File: src/rtl/spi_pixel_frame_ctrl.sv
// Command/frame controller: parses SPI byte frames into pixel writes, RAM clear sweeps
// and NeoPixel refresh requests.
module spi_pixel_frame_ctrl #(
  parameter int NUM_PIXELS = 64,
  parameter int ADDR_W     = 6
) (
  input  logic              clk,
  input  logic              reset,
  input  logic [7:0]        rx_data,
  input  logic              rx_ready,
  input  logic              ssel_active,
  output logic              pix_we,
  output logic [ADDR_W-1:0] pix_addr,
  output logic [23:0]       pix_data,
  output logic              show_req,
  input  logic              show_ack,
  output logic              busy,
  output logic [7:0]        err_count
);

  // One spare index bit so "one past the last pixel" is representable without wrapping.
  localparam int IDX_W = ADDR_W + 1;
  localparam logic [IDX_W-1:0] NUM_IDX = IDX_W'(NUM_PIXELS);
  localparam logic [IDX_W-1:0] IDX_ONE = IDX_W'(1);
  localparam logic [31:0]      NUM_P32 = 32'(NUM_PIXELS);

  localparam logic [2:0] ST_CMD     = 3'd0;
  localparam logic [2:0] ST_ADDR    = 3'd1;
  localparam logic [2:0] ST_G       = 3'd2;
  localparam logic [2:0] ST_R       = 3'd3;
  localparam logic [2:0] ST_B       = 3'd4;
  localparam logic [2:0] ST_DISCARD = 3'd5;
  localparam logic [2:0] ST_CLEAR   = 3'd6;

  logic [2:0]        state_q, state_d;
  logic [IDX_W-1:0]  idx_q, idx_d;
  logic [7:0]        g_q, g_d;
  logic [7:0]        r_q, r_d;
  logic              pix_we_q, pix_we_d;
  logic [ADDR_W-1:0] pix_addr_q, pix_addr_d;
  logic [23:0]       pix_data_q, pix_data_d;
  logic              show_req_q, show_req_d;
  logic              busy_q, busy_d;
  logic [7:0]        err_q, err_d;
  logic              show_set;
  logic              err_inc;

  // Next-state, datapath and error detection for the frame parser and clear sweep.
  always_comb begin
    state_d    = state_q;
    idx_d      = idx_q;
    g_d        = g_q;
    r_d        = r_q;
    pix_we_d   = 1'b0;
    pix_addr_d = pix_addr_q;
    pix_data_d = pix_data_q;
    busy_d     = 1'b0;
    show_set   = 1'b0;
    err_inc    = 1'b0;

    if (state_q == ST_CLEAR) begin
      // The sweep owns the RAM port; chip select and bytes are ignored (bytes count as errors).
      err_inc = rx_ready;
      if (idx_q < NUM_IDX) begin
        pix_we_d   = 1'b1;
        pix_addr_d = idx_q[ADDR_W-1:0];
        pix_data_d = 24'h00_0000;
        busy_d     = 1'b1;
        idx_d      = idx_q + IDX_ONE;
      end else if (ssel_active) begin
        state_d = ST_DISCARD;
      end else begin
        state_d = ST_CMD;
      end
    end else if (!ssel_active) begin
      state_d = ST_CMD;
    end else if (rx_ready) begin
      case (state_q)
        ST_CMD: begin
          case (rx_data)
            8'h01: state_d = ST_ADDR;
            8'h02: begin
              show_set = 1'b1;
              state_d  = ST_DISCARD;
            end
            8'h03: begin
              // First clear write issues together with entering the sweep.
              state_d    = ST_CLEAR;
              busy_d     = 1'b1;
              pix_we_d   = 1'b1;
              pix_addr_d = {ADDR_W{1'b0}};
              pix_data_d = 24'h00_0000;
              idx_d      = IDX_ONE;
            end
            default: begin
              err_inc = 1'b1;
              state_d = ST_DISCARD;
            end
          endcase
        end
        ST_ADDR: begin
          idx_d = IDX_W'(rx_data);
          if ({24'h00_0000, rx_data} >= NUM_P32) begin
            err_inc = 1'b1;
            state_d = ST_DISCARD;
          end else begin
            state_d = ST_G;
          end
        end
        ST_G: begin
          if (idx_q >= NUM_IDX) begin
            err_inc = 1'b1;
            state_d = ST_DISCARD;
          end else begin
            g_d     = rx_data;
            state_d = ST_R;
          end
        end
        ST_R: begin
          r_d     = rx_data;
          state_d = ST_B;
        end
        ST_B: begin
          pix_we_d   = 1'b1;
          pix_addr_d = idx_q[ADDR_W-1:0];
          pix_data_d = {g_q, r_q, rx_data};
          idx_d      = idx_q + IDX_ONE;
          state_d    = ST_G;
        end
        ST_DISCARD: state_d = ST_DISCARD;
        default:    state_d = ST_CMD;
      endcase
    end else begin
      state_d = state_q;
    end

    // A new SHOW wins over a coincident acknowledge.
    if (show_set) begin
      show_req_d = 1'b1;
    end else if (show_ack) begin
      show_req_d = 1'b0;
    end else begin
      show_req_d = show_req_q;
    end

    if (err_inc && (err_q != 8'hFF)) begin
      err_d = err_q + 8'd1;
    end else begin
      err_d = err_q;
    end
  end

  // State and output registers; asynchronous reset aborts any frame or sweep.
  always_ff @(posedge clk or negedge reset) begin
    if (!reset) begin
      state_q    <= ST_CMD;
      idx_q      <= {IDX_W{1'b0}};
      g_q        <= 8'h00;
      r_q        <= 8'h00;
      pix_we_q   <= 1'b0;
      pix_addr_q <= {ADDR_W{1'b0}};
      pix_data_q <= 24'h00_0000;
      show_req_q <= 1'b0;
      busy_q     <= 1'b0;
      err_q      <= 8'h00;
    end else begin
      state_q    <= state_d;
      idx_q      <= idx_d;
      g_q        <= g_d;
      r_q        <= r_d;
      pix_we_q   <= pix_we_d;
      pix_addr_q <= pix_addr_d;
      pix_data_q <= pix_data_d;
      show_req_q <= show_req_d;
      busy_q     <= busy_d;
      err_q      <= err_d;
    end
  end

  assign pix_we    = pix_we_q;
  assign pix_addr  = pix_addr_q;
  assign pix_data  = pix_data_q;
  assign show_req  = show_req_q;
  assign busy      = busy_q;
  assign err_count = err_q;

endmodule

File: config.mk
export PLATFORM = sky130hd
export DESIGN_NAME = spi_pixel_frame_ctrl
export DESIGN_NICKNAME = d
export VERILOG_FILES = /design/src/rtl/spi_pixel_frame_ctrl.sv
export SDC_FILE = /design/constraint.sdc
export NUM_CORES = 1
export LEC_CHECK = 0
export ABC_AREA = 1
export BUFFER_PORTS_ARGS = -buffer_cell sky130_fd_sc_hd__clkbuf_2
export CORE_MARGIN = 3
export CORE_UTILIZATION = 52
export CTS_BUF_LIST = sky130_fd_sc_hd__clkbuf_8
export CTS_CLUSTER_DIAMETER = 60
export DETAILED_ROUTE_END_ITERATION = 12
export PLACE_DENSITY_LB_ADDON = 0.08
export SKIP_CTS_REPAIR_TIMING = 1
export SYNTH_ARGS = -nofsm -noshare
export SYNTH_HDL_FRONTEND = slang
export SYNTH_SLANG_ARGS = --single-unit
File: constraint.sdc
create_clock -name clk -period 1.7 [get_ports clk]
set_input_delay 0.34 -clock clk [delete_from_list [all_inputs] [get_ports clk]]
set_output_delay 0.34 -clock clk [all_outputs]
set_load 0.02 [all_outputs]
[Word-level counts from Yosys, hierarchy flattened]
Index checks and enable logic that the tools add are counted.
Widths: inputs -> output; s select.
Word-level totals
  logic and storage cells: 95
  bits of input ports: 13
  memory bits (read-only): 0
  bits in writable memories: 0
  bits in latches: 0
  memories kept: 0
  register bits after elaboration: 67
Cells by class
  multipliers: 0
  bitwise logic cells: 2
  reductions and logical operators: 13
  add/sub/neg operators: 2
  eq/ne operators: 14
  shifts and indexed selects: 0
  div/mod/pow operators: 0
  magnitude comparators: 3
  multiplexer cells: 51
Operator list (count)
  $mux 24: 5
  $pmux 24 s2: 1
  $mux 7: 5
  $mux 6: 5
  $mux 1: 22
  $mux 3: 7
  $pmux 7 s3: 1
  $pmux 3 s6: 1
  $eq 8x2->1 const B: 2
  $reduce_and 5->1: 3
  $pmux 6 s2: 1
  $eq 3x3->1 const B: 3
  $add 8x1->8 const B: 1
  $eq 8x1->1 const B: 1
  $ge 8x7->1 const B: 1
  $ne 8x8->1 const B: 1
  $add 7x1->7 const B: 1
  $ge 7x7->1 const B: 1
  $lt 7x7->1 const B: 1
  $eq 3x2->1 const B: 2
  $ne 3x2->1 const B: 2
  $pmux 3 s2: 1
  $reduce_bool 2->1: 3
  $reduce_and 4->1: 1
  other kinds (12): 13

[Longest topological paths before layout]
Gate-level depths: netlist (run 1).
  depth in word-level cells: 8
  mapped depth: 11
  mapped depth without buffers: 11

[Least setup slack after synthesis (run 1)]
No wires, ideal clock.
  path type: reg2reg
  from: register state_q[0]
  to: register pix_data_q[10] (netlist: pix_data[10])
  stages on the path, launching flop included: 11
  arrival time: 1487 ps
  clock period less this slack: 1613 ps
  setup slack: 87 ps
  library setup time: 126 ps
  cell sequence: dfrtp_1 > buf_6 > inv_2 > nand2_4 > nor2_4 > nand2_2 > o21ai_1 > nand2_1 > a21oi_4 > buf_2 > o21ai_0
Between the ends
  cells in the longest elaborated chain, start to end: 5
  elaborated cells on any way between the ends: 13
RTL lines
  start, declared: RTL line 35  | logic [2:0] state_q, state_d;
  start signal, assigned: RTL line 167  | state_q <= state_d;
  $eq 3x3->1 / $logic_not 3->1 (equally long branches): RTL line 78  | case (state_q)
  $pmux 24 s2: RTL line 78
  $mux 24: RTL line 77  | end else if (rx_ready) begin
  $mux 24: RTL line 75  | end else if (!ssel_active) begin
  $mux 24: RTL line 61  | if (state_q == ST_CLEAR) begin
  end signal, assigned: RTL line 173  | pix_data_q <= pix_data_d;
  end, declared: RTL line 41  | logic [23:0] pix_data_q, pix_data_d;
Parallel ways exist; a longest one is shown, timed or not. The select of a mux whose other input is x is not followed.
A chain may end at the register's enable or synchronous reset.

[Worst setup path in the final report (run 1)]
  from: register state_q[2]
  to: register pix_data_q[17] (netlist: pix_data[17])
Same word-level chain as after synthesis.

==> metrics.txt, run 1 <==
largest area contributor in the netlist=dfrtp_1; Min-Delay Startpoint=show_ack; RSZ-0062 raised after global routing=true; area share of the largest cell type after synthesis=0.530; number of routed nets with antenna violations=0; Clock Tree Buf Depth=2; CTS buffer count=9; YS warnings=0; sequential share of power=0.391; leakage power=2.01 nW; Sw Ratio=0.407; Post-synth top cells=nand2_1, dfrtp_1, inv_1, nand3_1, o21ai_0; EDFF count, synth=0; post-synthesis cell type count=29; Die Y=84.0 um; # Max-Cap Violations=0; Syn-to-layout area delta=26.4%; final instance area=4000 um2; share of cells above drive strength 1=0.251; 1st-iter DRT viols=152; worst-margin pin slew=563 ps; CP Launch Point=state_q[2]; Seq cells post-synth=67; WP data required=1950 ps; Mapped Area=3160 um2; CTS HTree Levels=3; setup_tns=0 ps; worst-path fanout max=18; first-pass GRT wire length=11.9 mm; Combinational Power Share=0.411; Seq/Total Area, Yosys=0.530; gr usage total=0.209; clk root buf=clkbuf_8; largest net degree at the start of global routing=37; CTS Sinks=67; part of the power in the clock network=0.199; Top Ports=54; Final GP Congestion=0.902; die span in x=84.0 um; count leader, synth=nand2_1; full die area=7050 um2; core area=5710 um2; row count=27; CTS tree=yes; top cells by area, synth=dfrtp_1, nand2_1, nand3_1; Fill cells=472; total number of vias=2763; worst r2r src=state_q[2]; Clock transition at path regs=80 ps; total net switching power=2.63 mW; Post-synth top flop=dfrtp_1; Pwr Total=6.48 mW; clk_lat worst skew=340 ps; WL per Instance=13.2 um; Initial Util=0.554; Nets=478; Placed Cells=519; antenna violations before repair=0; Max Fclk=0.606 GHz; CP endpoint kind=flop; DR pass1 iterations=4; number of global-route vias before repair=2552; max-slew violations=0; setup violators final=0; reg2reg setup slack=50 ps; # DRC=0; Critical Path Source Type=flop; Final min period=1650 ps; I/O Buffers=53; Avg Vias per Cell=5.13; crit share post-route=0.970; Mean Syn Cell Area=8.41 um2; Hold WC Path Type=in -> reg; final hold vios=0; pre-CTS setup slack=15.6 ps; Fin Clk Skew=5.59 ps; status=finished, final reports clean; WP data arrival=1900 ps; Synth Instances=376; synthesized net count=392; power density cells=1620 nW/um2; Antenna Cells=0; Post-Layout Cell Count=539; Final WS setup=50.2 ps; gr ovfl total=0; Slew headroom=0.624; cell-internal power=3.85 mW; Post-synth ARST share=1.00; maximum vdd drop=0.956 mV; final WL=7.14 mm; placed instance area=3720 um2; DP HPWL=4.98 mm; Crit Path Class=reg -> reg
## through the flow
stage                      util  hold slack [ps]
after global routing      0.700              180
after detailed placement  0.651              358
after CTS                 0.685            -15.7
after floorplan               -             44.4
after global placement    0.651              356
final                     0.700              184
## power by group through the flow
stage | sequential, mW | clock, mW | combinational (mW)
floorplan | 2.85 | 0 | 1.33
global placement | 2.54 | 0 | 2.47
detailed placement | 2.55 | 0 | 2.51
CTS | 2.53 | 1.32 | 2.53
global route | 2.62 | 1.40 | 2.94
finish | 2.53 | 1.29 | 2.66
## area by class of cell
class	count	area, um2	share of cell area
well taps	72	90.1	0.0225
multi-input cells	238	1180	0.296
clock buffers	9	124	0.0310
inverters	56	210	0.0526
flip-flops and latches	67	1680	0.420
repair buffers	90	643	0.161
clock inverters	7	68.8	0.0172
## logic make-up after synthesis
| logic type | Yosys count | synth area share |
|---|---|---|
| fa+ha+maj | 3 | 0.0119 |
| simple gates | 153 | 0.212 |
| xor+xnor | 7 | 0.0194 |
| flops | 67 | 0.530 |
| buf+inv | 71 | 0.0977 |
| compound gates | 75 | 0.129 |
## routing by layer
metal  vias up  part of all wire  track usage
met5         -                 0            0
met4         0             0.025       0.0921
met3        18             0.043       0.0434
met2        69              0.47        0.312
met1      1285              0.47        0.293
li1       1391                 -            -
## cells in the final DEF, fill, tap and decap left out, types with 5 or more instances in the layout
master    instances
inv_1            54
buf_4            29
o21ai_0          44
clkbuf_2         52
nand2_1          74
nor2_1           17
o22ai_1           5
clkbuf_8          9
o21ai_1          16
nand3_1          49
buf_12            5
dfrtp_1          66
## worst max-delay path, stage by stage (launching register included)
cell and delay [ps]:
dfrtp_2 450, nor2_2 130, inv_1 90, nor2_2 140, nand2_1 100, nand2_2 110, a21oi_4 40, buf_12 140
clkbuf_16 170, o21ai_0 190
## path summary, 6_finish.rpt
check / endpoint / cells past startpoint
min in group asynchronous: pix_data[11] / 2
setup / recovery: pix_data[17] / 9
hold reg to reg: g_q[4] / 2
max in group asynchronous: err_count[3] / 3
setup reg to reg: pix_data[17] / 9
hold / removal: show_req / 2
## sequential cells by signal, summed over array words and instances, names as in the netlist
register   cells
pix_we         1
g_q            8
err_count      8
show_req       1
r_q            8
state_q        3
idx_q          7
pix_addr       6
pix_data      24
busy           1
No activity file was read; power rests on OpenSTA's default activity.
==> run 2: changes to the inputs <==
==> constraint.sdc (replaced) <==
create_clock -name clk -period 1.5 [get_ports clk]
set_input_delay 0.3 -clock clk [delete_from_list [all_inputs] [get_ports clk]]
set_output_delay 0.3 -clock clk [all_outputs]
set_load 0.02 [all_outputs]
==> metrics.txt, run 2 (synthesis results as in run 1) <==
failing checks=negative setup slack; Top Ports=54 (unchanged); share of cells above drive strength 1=0.366 (+0.115); RSZ-0062 raised after global routing=true; CTS HTree Levels=3 (unchanged); Slew headroom=0.721 (+0.0970); worst r2r src=state_q[2]; r2r endpoint=pix_addr[4]; number of global-route vias before repair=2743 (+7.5%); Min-Delay Startpoint=show_ack; max reg flops=24 (unchanged); Clock Tree Buf Depth=2 (unchanged); gr usage total=0.220 (+0.0119); antenna violations before repair=0 (unchanged); die span in x=84.0 um (unchanged); gr ovfl total=0 (unchanged); Final GP Congestion=0.829 (-8.1%); Fill cells=417 (-12%); CTS buffer count=9 (unchanged); DR pass1 iterations=4 (unchanged); Nets=496 (+3.8%); first-pass GRT wire length=12.5 mm (+5.5%); worst-margin pin slew=415 ps (-148 ps); worst setup path end=pix_addr[4]; WP data arrival=1830 ps (-70 ps); met1 Usage GRT=0.293 (-0.000488); met2 Track Usage GR=0.357 (+0.0456); DP HPWL=5.01 mm (+0.56%); grt peak-use layer=met2; Hold WC Path Type=in -> reg; full die area=7050 um2 (unchanged); worst-path fanout max=8 (-10); Final WS setup=-98.6 ps (-149 ps); maximum vdd drop=1.06 mV (+11%); CTS tree=yes; status=finished, violations left; final hold vios=0 (unchanged); Pwr Total=8.28 mW (+28%); crit share post-route=1.07 (+0.0953); CTS Sinks=67 (unchanged); CP Launch Point=state_q[2]; WP data required=1730 ps (-220 ps); Clock transition at path regs=70 ps (about the same); clk root buf=clkbuf_8; Initial Util=0.554 (unchanged); total number of vias=2972 (+7.6%); most frequent cells in the layout=nand2_1, dfrtp_1, clkbuf_2; setup violators final=38 (+38); I/O Buffers=53 (unchanged); core area=5710 um2 (unchanged); largest net degree at the start of global routing=68 (+84%); Antenna Cells=0 (unchanged); met3 Track Usage GR=0.0464 (+0.00296); leakage power=2.14 nW (+6.8%); max-slew violations=0 (unchanged); final WL=8.26 mm (+16%); commonest non-fill, non-tap cell in the layout=nand2_1; 1st-iter DRT viols=178 (+17%); Hold Slack=143 ps (-40.9 ps); power density cells=1880 nW/um2 (+16%); # DRC=0 (unchanged); Avg Vias per Cell=5.35 (+4.3%); Syn-to-layout area delta=39.6%; reg2reg setup slack=-100 ps (-150 ps); Max Fclk=0.626 GHz (+3.2%); Worst R2R Path Depth=9 (unchanged); Die Y=84.0 um (unchanged); Crit Path Class=reg -> reg; number of routed nets with antenna violations=0 (unchanged); CP endpoint kind=flop; clk_lat worst skew=350 ps (about the same); row count=27 (unchanged); # Max-Cap Violations=0 (unchanged); WL per Instance=14.9 um (+12%); Final min period=1600 ps (-51.2 ps); Fin Clk Skew=11.6 ps (+5.97 ps); Critical Path Source Type=flop
run 2: cell count changes in the layout (fill, tap and decap cells not counted), moves of 3 or more:
cell | previous run | this run
nand3_2 | 0 | 21
inv_1 | 54 | 51
nand3_1 | 49 | 27
o21ai_2 | 0 | 9
nand2_1 | 74 | 68
o21ai_1 | 16 | 25
buf_4 | 29 | 43
o21ai_0 | 44 | 26
clkinv_2 | 3 | 0
run 2: critical path, cell delays in order, from the launching register on:
cell and delay [ps]:
dfrtp_2 470, nor2_4 130, inv_2 60, nor2_4 140, nand2_2 70, nand2_2 90, a21oi_4 40, buf_12 150
clkbuf_16 160, o21a_1 170
run 2: power breakdown:
part	leakage [nW]	internal (mW)	switching, mW
sequential	0.902	2.44	0.478
combinational	1.15	1.58	2.25
clock	0.0950	0.812	0.725
run 2: metal layers:
layer	vias up	wire (um)	part of all wire
met2	99	4060	0.49
met4	0	146	0.018
met1	1426	3590	0.43
met5	-	0	0
met3	13	464	0.056
li1	1434	-	-
run 2: how the worst min path moves through the flow:
stage | end | cells after the start
4_1_cts | pix_data[17] | 2
5_1_grt | show_req | 2
3_5_place_dp | pix_data[17] | 2
6_report | show_req | 2
2_1_floorplan | busy | 0
3_3_place_gp | pix_data[16] | 2
run 2: cell type report:
| type | instances | area [um2] | area share |
|---|---|---|---|
| well taps | 72 | 90.1 | 0.0204 |
| flip-flops and latches | 67 | 1680 | 0.380 |
| multi-input cells | 238 | 1400 | 0.318 |
| clock buffers | 10 | 138 | 0.0312 |
| clock inverters | 5 | 62.6 | 0.0142 |
| repair buffers | 108 | 830 | 0.188 |
| inverters | 56 | 213 | 0.0482 |
run 2: per-stage QoR:
step,utilization,std cells,setup TNS (ps),worst slack (ps),cell area (um2)
2_1_floorplan,-,376,-2320,-82.1,3200
3_3_place_gp,0.676,533,-3940,-123,3860
3_5_place_dp,0.676,533,-5570,-178,3860
4_1_cts,0.711,548,-5910,-194,4060
5_1_grt,0.773,556,-5850,-186,4410
6_report,0.773,556,-2200,-98.6,4410
==> run 3: changes to the inputs <==
--- a/config.mk
+++ b/config.mk
@@ -7,6 +7,7 @@
 export LEC_CHECK = 0
 export ABC_AREA = 1
 export BUFFER_PORTS_ARGS = -buffer_cell sky130_fd_sc_hd__clkbuf_2
+export CAP_MARGIN = 10
 export CORE_MARGIN = 3
 export CORE_UTILIZATION = 52
 export CTS_BUF_LIST = sky130_fd_sc_hd__clkbuf_8
==> constraint.sdc (replaced) <==
create_clock -name clk -period 1.5 [get_ports clk]
set_input_delay 0.225 -clock clk [delete_from_list [all_inputs] [get_ports clk]]
set_output_delay 0.225 -clock clk [all_outputs]
set_load 0.02 [all_outputs]
==> metrics.txt, run 3 (synthesis results as in run 1) <==
crit share post-route=1.08 (+0.0179); most used cell, CP=nand2_2; CP Launch Point=state_q[1]; antenna violations before repair=0 (unchanged); Clock transition at path regs=80 ps (about the same); worst-margin pin slew=350 ps (-65.2 ps); Final WS setup=-125 ps (-26.9 ps); final instance area=4310 um2 (-2.4%); Critical Path Source Type=flop; final WL=8.34 mm (+0.97%); # Max-Cap Violations=0 (unchanged); 1st-iter DRT viols=143 (-20%); max-slew violations=0 (unchanged); WL per Instance=14.9 um (+0.43%); DR pass1 iterations=4 (unchanged); max layer used=met4; failing checks=negative setup slack; Initial Util=0.554 (unchanged); power density cells=1900 nW/um2 (+1.3%); max reg flops=24 (unchanged); row count=27 (unchanged); share of cells above drive strength 1=0.324 (-0.0413); most frequent cells in the layout=nand2_1, dfrtp_1, inv_1; CTS HTree Levels=3 (unchanged); crit-path max cell delay=410 ps (-60 ps); largest net degree at the start of global routing=68 (unchanged); Top delay family on crit path=flip-flops; Crit Path Class=reg -> reg; full die area=7050 um2 (unchanged); RSZ-0062 raised after global routing=true; I/O Buffers=53 (unchanged); Nets=498 (+0.40%); gr usage total=0.223 (+0.00228); clk_lat worst skew=350 ps (about the same); Final min period=1630 ps (+26.9 ps); Max Fclk=0.615 GHz (-1.7%); setup violators final=39 (+2.6%); Die Y=84.0 um (unchanged); met3 wire length=343 um (-26%); Pwr Total=8.20 mW (-1.1%); # DRC=0 (unchanged); CTS Sinks=67 (unchanged); Antenna Cells=0 (unchanged); Syn-to-layout area delta=36.3%; Slew headroom=0.766 (+0.0452); Hold Slack=78.1 ps (-65.3 ps); Top Ports=54 (unchanged); DP HPWL=5.08 mm (+1.3%); status=finished, violations left; commonest non-fill, non-tap cell in the layout=nand2_1; Crit-path slowest cell=dfrtp_1; final hold vios=0 (unchanged); Final GP Congestion=0.876 (+5.7%); Fill cells=406 (-2.6%); core area=5710 um2 (unchanged); gr ovfl total=0 (unchanged); Post-Route M1 WL=3.84 mm (+6.9%); Hold WC Path Type=in -> reg; CP endpoint kind=flop; worst r2r src=state_q[1]; crit-path cells=inv_1 -> nor2_4 -> nand2_2 -> o21ai_2 -> nand2_2 -> a21oi_4 -> buf_6 -> buf_12 -> nand2_2 -> o21a_1; Min-Delay Startpoint=show_ack; WP data required=1740 ps (about the same); total number of vias=2970 (-0.067%); die span in x=84.0 um (unchanged); CTS tree=yes; worst-path fanout max=8 (unchanged); CTS buffer count=9 (unchanged); WL met2=3.96 mm (-2.5%); leakage power=2.14 nW (-0.11%); Clock Tree Buf Depth=2 (unchanged); placed instance area=3830 um2 (-0.84%); clk root buf=clkbuf_8; Fin Clk Skew=7.23 ps (-4.33 ps); WP data arrival=1860 ps (+30 ps); number of global-route vias before repair=2681 (-2.3%); Avg Vias per Cell=5.31 (-0.60%); first-pass GRT wire length=12.6 mm (+0.83%); number of routed nets with antenna violations=0 (unchanged); maximum vdd drop=0.971 mV (-8.3%); CP bufs+invs=3 (unchanged)
-- run 3: changes by cell type in the layout (fill, tap and decap cells not counted), moves of 2 or more --
cell,before,now
nand3_1,27,37
nand2_1,68,72
o21ai_1,25,27
inv_1,51,54
o21ai_2,9,4
nand2_2,6,4
inv_2,4,1
o21ai_0,26,29
nand3_2,21,11
buf_6,1,5
buf_12,6,3
buf_4,43,45
-- run 3: path summary, 6_finish.rpt --
check / to / depth (start not counted) / slack [ps]
setup / recovery: pix_addr[4] / 10 / -130
hold / removal: show_req / 2 / 80
setup reg to reg: pix_addr[4] / 10 / -130
hold reg to reg: r_q[0] / 2 / 500
max in group asynchronous: state_q[2] / 3 / 780
min in group asynchronous: pix_data[22] / 3 / 420
-- run 3: final cells by class --
class                   count  area, um2  area share
repair buffers            110        805       0.187
multi-input cells         238       1300       0.302
well taps                  72       90.1      0.0209
clock buffers               9        124      0.0287
inverters                  56        213      0.0494
flip-flops and latches     67       1680       0.390
clock inverters             7       98.8      0.0229
-- run 3: per-layer routing --
layer	up-vias	track usage
met1	1429	0.319
met5	-	0
met4	0	0.0833
li1	1438	-
met3	20	0.0415
met2	83	0.337
-- run 3: where the power goes --
group	switching (mW)	internal, mW	leakage, nW	total (mW)
Combinational	2.13	1.45	1.13	3.58
Sequential	0.466	2.44	0.902	2.91
Clock	0.762	0.947	0.110	1.71
-- run 3: through the flow --
stage,utilization,TNS [ps],cells,setup WS [ps]
floorplan,-,-2320,376,-82.1
global placement,0.670,-1220,532,-63.2
detailed placement,0.670,-3270,532,-125
CTS,0.709,-3690,548,-142
global route,0.755,-8550,559,-226
finish,0.755,-3260,559,-125
